==> src/rtl/vend_pkg.sv <==
// Shared vending-machine types and constants.
// Used by the coin front-end, the vending FSM and their benches.
package vend_pkg;

  typedef enum logic {
    IDLE = 1'b0,
    HOLD = 1'b1
  } state_t;

  typedef enum logic {
    COIN_5  = 1'b0,
    COIN_10 = 1'b1
  } coin_t;

  localparam int COUNT_W = 8;

endpackage

==> src/rtl/coin_debounce.sv <==
// One sensor line: 2-flop synchroniser, debounce counter and
// rising-edge detector on the debounced level.
module coin_debounce #(
  parameter int DEBOUNCE_CYCLES = 16
) (
  input  logic clk,
  input  logic reset,
  input  logic raw,
  output logic level,
  output logic rise
);

  localparam int CW = $clog2(DEBOUNCE_CYCLES + 1);
  localparam logic [CW-1:0] CNT_LAST = CW'(DEBOUNCE_CYCLES - 1);

  logic          sync1_q, sync2_q;
  logic          level_q, level_d;
  logic          rise_q, rise_d;
  logic [CW-1:0] cnt_q, cnt_d;

  // The level flips on the cycle the counter would reach DEBOUNCE_CYCLES.
  always_comb begin
    level_d = level_q;
    cnt_d   = '0;
    if (sync2_q != level_q) begin
      if (cnt_q == CNT_LAST) level_d = sync2_q;
      else cnt_d = cnt_q + CW'(1);
    end
    rise_d = level_d & ~level_q;
  end

  always_ff @(posedge clk or posedge reset) begin
    if (reset) begin
      sync1_q <= 1'b0;
      sync2_q <= 1'b0;
      level_q <= 1'b0;
      rise_q  <= 1'b0;
      cnt_q   <= '0;
    end else begin
      sync1_q <= raw;
      sync2_q <= sync1_q;
      level_q <= level_d;
      rise_q  <= rise_d;
      cnt_q   <= cnt_d;
    end
  end

  assign level = level_q;
  assign rise  = rise_q;

endmodule

==> src/rtl/coin_acceptor.sv <==
// Coin-slot front-end: debounces both sensors, arbitrates them,
// enforces a hold-off and emits exclusive accept/reject pulses.
module coin_acceptor
  import vend_pkg::*;
#(
  parameter int DEBOUNCE_CYCLES = 16,
  parameter int GAP_CYCLES      = 4
) (
  input  logic               clk,
  input  logic               reset,
  input  logic               sense_five,
  input  logic               sense_ten,
  input  logic               enable,
  output logic               five_coin,
  output logic               ten_coin,
  output logic               reject,
  output logic [COUNT_W-1:0] coin_count
);

  localparam int GW = $clog2(GAP_CYCLES + 1);
  localparam logic [GW-1:0] GAP_LAST = GW'(GAP_CYCLES - 1);

  logic five_level, five_rise;
  logic ten_level, ten_rise;

  coin_debounce #(.DEBOUNCE_CYCLES(DEBOUNCE_CYCLES)) u_db_five (
    .clk   (clk),
    .reset (reset),
    .raw   (sense_five),
    .level (five_level),
    .rise  (five_rise)
  );

  coin_debounce #(.DEBOUNCE_CYCLES(DEBOUNCE_CYCLES)) u_db_ten (
    .clk   (clk),
    .reset (reset),
    .raw   (sense_ten),
    .level (ten_level),
    .rise  (ten_rise)
  );

  state_t             state_q, state_d;
  logic [GW-1:0]      gap_q, gap_d;
  logic               five_q, five_d;
  logic               ten_q, ten_d;
  logic               rej_q, rej_d;
  logic [COUNT_W-1:0] count_q, count_d;
  logic               ev_any, ev_both;

  assign ev_any  = five_rise | ten_rise;
  assign ev_both = five_rise & ten_rise;

  always_comb begin
    state_d = state_q;
    gap_d   = gap_q;
    five_d  = 1'b0;
    ten_d   = 1'b0;
    rej_d   = 1'b0;
    count_d = count_q;
    unique case (state_q)
      IDLE: begin
        if (ev_any) begin
          state_d = HOLD;
          gap_d   = '0;
          if (ev_both || !enable) begin
            rej_d = 1'b1;
          end else begin
            five_d  = five_rise;
            ten_d   = ten_rise;
            count_d = count_q + COUNT_W'(1);
          end
        end
      end
      HOLD: begin
        rej_d = ev_any;
        if (gap_q == GAP_LAST) begin
          state_d = IDLE;
          gap_d   = '0;
        end else begin
          gap_d = gap_q + GW'(1);
        end
      end
      default: state_d = IDLE;
    endcase
  end

  always_ff @(posedge clk or posedge reset) begin
    if (reset) begin
      state_q <= IDLE;
      gap_q   <= '0;
      five_q  <= 1'b0;
      ten_q   <= 1'b0;
      rej_q   <= 1'b0;
      count_q <= '0;
    end else begin
      state_q <= state_d;
      gap_q   <= gap_d;
      five_q  <= five_d;
      ten_q   <= ten_d;
      rej_q   <= rej_d;
      count_q <= count_d;
    end
  end

  assign five_coin  = five_q;
  assign ten_coin   = ten_q;
  assign reject     = rej_q;
  assign coin_count = count_q;

endmodule

==> config.mk <==
export PLATFORM = sky130hd
export DESIGN_NAME = coin_acceptor
export DESIGN_NICKNAME = d
export VERILOG_FILES = /design/src/rtl/vend_pkg.sv /design/src/rtl/coin_debounce.sv /design/src/rtl/coin_acceptor.sv
export SDC_FILE = /design/constraint.sdc
export NUM_CORES = 1
export LEC_CHECK = 0
export CAP_MARGIN = 20
export CORE_AREA = 2 2 76 78
export CTS_CLUSTER_DIAMETER = 200
export DETAILED_ROUTE_END_ITERATION = 10
export DIE_AREA = 0 0 78 80
export GPL_ROUTABILITY_DRIVEN = 0
export RECOVER_POWER = 50
export SYNTH_ARGS = -nofsm -noshare
export SYNTH_HDL_FRONTEND = slang
export SYNTH_SLANG_ARGS = --single-unit
==> constraint.sdc <==
create_clock -name clk -period 1.6 [get_ports clk]
set_input_delay 0.16 -clock clk [delete_from_list [all_inputs] [get_ports clk]]
set_output_delay 0.16 -clock clk [all_outputs]
set_load 0.1 [all_outputs]
==> flow_metrics.tcl <==
set metrics [dict create \
    status "finished, final reports clean" \
    viasPerCell 4.09 \
    final_cells 204 \
    hold_class "reg -> reg" \
    synth_top_family_by_area "simple AND/OR/NAND/NOR gates" \
    grt_pass1_vias 833 \
    clock.fmax_mhz 741 \
    yosysSeqAreaShare 0.629 \
    synthXorXnorAreaFrac 0.0991 \
    yosys-mux-area-fraction 0.0257 \
    synth_top_area_frac 0.629 \
    syn_nets 116 \
    post-place-cells 196 \
    worst-slew-pin-transition_ns 0.795 \
    cts_hold_buf 0 \
    routedWlPerCell_um 10.6 \
    post_cts_resize_count 0 \
    hold_slack_ns 0.360 \
    synthToLayoutAreaGrowth_pct 37.0 \
    rsz0062_at_grt "false" \
    io_pins 16 \
    post-cts-setup-buffer-count 0 \
    grt_pass1_wl_um 4020 \
    fp.dieH_um 80 \
    avgSynthCellArea_um2 12.3 \
    hold_violations 0 \
    r2r_setup_slack_ns 0.25 \
    synth_edf_count 0 \
    firstDrtPassIters 4 \
    finalCritPeriodShare 0.844 \
    cp.required_ns 1.77 \
    placed_area_um2 1680 \
    yosys_register_bits 33 \
    syn_area_um2 1310 \
    path_delay_family "flip-flops" \
    synth_area_leaders "dfrtp_1, xor2_1, ha_1" \
    diodes 0 \
    start_kind "flop" \
    cp.arrival_ns 1.52 \
    dieWidth_um 78 \
    hpwl_um 1580 \
    cts_htree_levels 2 \
    ys_top_cells_by_count "dfrtp_1, xor2_1, nor2_1, nand3_1" \
    antenna_found_initial 0 \
    cts_buffers 5 \
    tritoncts_num_sinks 33 \
    synth-simple-area-share 0.162 \
    ys.flop_type "dfrtp_1" \
    ir_drop_mv 0.397 \
    crit_chain "xnor2_2, nor2_1, mux2_2" \
    synth.yosys.warnings 0 \
    dp_slack_ns 0.236 \
    grt_util_all_layers 0.0883 \
    skew_ns 0.00367 \
    synth_compound_area_frac 0.0315 \
    cts-root-buf "clkbuf_8" \
    cts.clk_slew.worst_paths_ns 0.07 \
    final_antenna_net_count 0 \
    async_flop_share 1.00 \
    nets 140 \
    cts_tree "yes" \
    wirelength_um 2170 \
    path_max_fanout 7 \
    utilization 0.333 \
    syn_inst 107 \
    slew_violations 0 \
    path_class "reg -> reg" \
    critPathMaxStageDelay_ns 0.45 \
    setup_viol_count_final 0 \
    clk_latency_ns 0.28 \
    coreArea_um2 5410 \
    floorplan.die_area_um2 6240 \
    drt_iter0_drc 25 \
    placementRows 27 \
    grt_max_degree 34 \
    maxCapViolations 0 \
    ys_types 20 \
    clockBufferDepth 2 \
    initial_core_util 0.243 \
    max_slew_margin 0.470 \
    power_mw 1.79 \
    worst-path-buf-inv 0 \
    drive_gt1_frac 0.227 \
    gr-total-overflow 0 \
    crit_slowest_cell "dfrtp_1" \
    yosysMostFrequentCell "dfrtp_1" \
    fin_ws_ns 0.250 \
    design_area_um2 1800 \
    setup_tns_ns 0 \
    drc 0 \
    synth_top_area_cell "dfrtp_1" \
    yosys.area_share.adder 0.0381 \
    min_period_ns 1.35 \
    numPortBuffers 15 \
    p_per_area_nw_per_um2 995 \
    num_vias 835 \
    leakage_nw 0.846 \
    cp-end-kind "flop" \
]
==> final cells by class <==
| cell class | count | area [um2] |
|---|---|---|
| well taps | 72 | 90.1 |
| fillers | 559 | 3610 |
| clock buffers | 7 | 86.3 |
| multi-input cells | 69 | 468 |
| inverters | 5 | 18.8 |
| repair buffers | 17 | 273 |
| clock inverters | 1 | 30.0 |
| flip-flops and latches | 33 | 832 |
==> cells in the final DEF, fill, tap and decap left out, drive strengths merged, types with 2 or more instances in the layout <==
cell type / n
nand2: 4
a21oi: 2
xor2: 13
dfrtp: 33
nor3b: 3
dlygate4sd3: 3
o21ai: 5
nor2: 12
mux2: 3
ha: 4
nand3: 7
inv: 5
and3: 2
buf: 12
clkbuf: 8
nor3: 5
nor4b: 2
and2: 2
==> kinds of logic (layout without fill, tap and decap cells) <==
group / Yosys count / in the layout
fa+ha+maj: 4 / 4
simple gates: 40 / 40
xor+xnor: 14 / 14
flops: 33 / 33
compound gates: 8 / 8
mux: 3 / 3
buf+inv: 5 / 30
==> power by group <==
part / leakage [nW] / internal, mW / switching, mW
Combinational: 0.354 / 0.0411 / 0.0672
Sequential: 0.433 / 0.858 / 0.0196
Clock: 0.0585 / 0.507 / 0.296
==> state kept, by name, summed over array words and instances (netlist names), 3 cells and up <==
name,flops
gap_q,3
u_db_ten.cnt_q,5
coin_count,8
u_db_five.cnt_q,5
==> per-layer routing <==
layer / vias to the layer above / wire length [um] / track usage
li1: 409 / - / -
met1: 406 / 977 / 0.110
met2: 18 / 1060 / 0.124
met3: 2 / 98 / 0.0407
met4: 0 / 34 / 0.0526
met5: - / 0 / 0
==> final timing paths <==
path / from / endpoint / cells after the start
max: u_db_ten.rise / coin_count[1] / 3
min: u_db_ten.sync1_q / u_db_ten.sync2_q / 0
max reg2reg: u_db_ten.rise / coin_count[1] / 3
min reg2reg: u_db_ten.sync1_q / u_db_ten.sync2_q / 0
max in group asynchronous: reset / coin_count[3] / 3
min in group asynchronous: reset / u_db_five.cnt_q[3] / 3
Power figures use the tool's default switching activity.
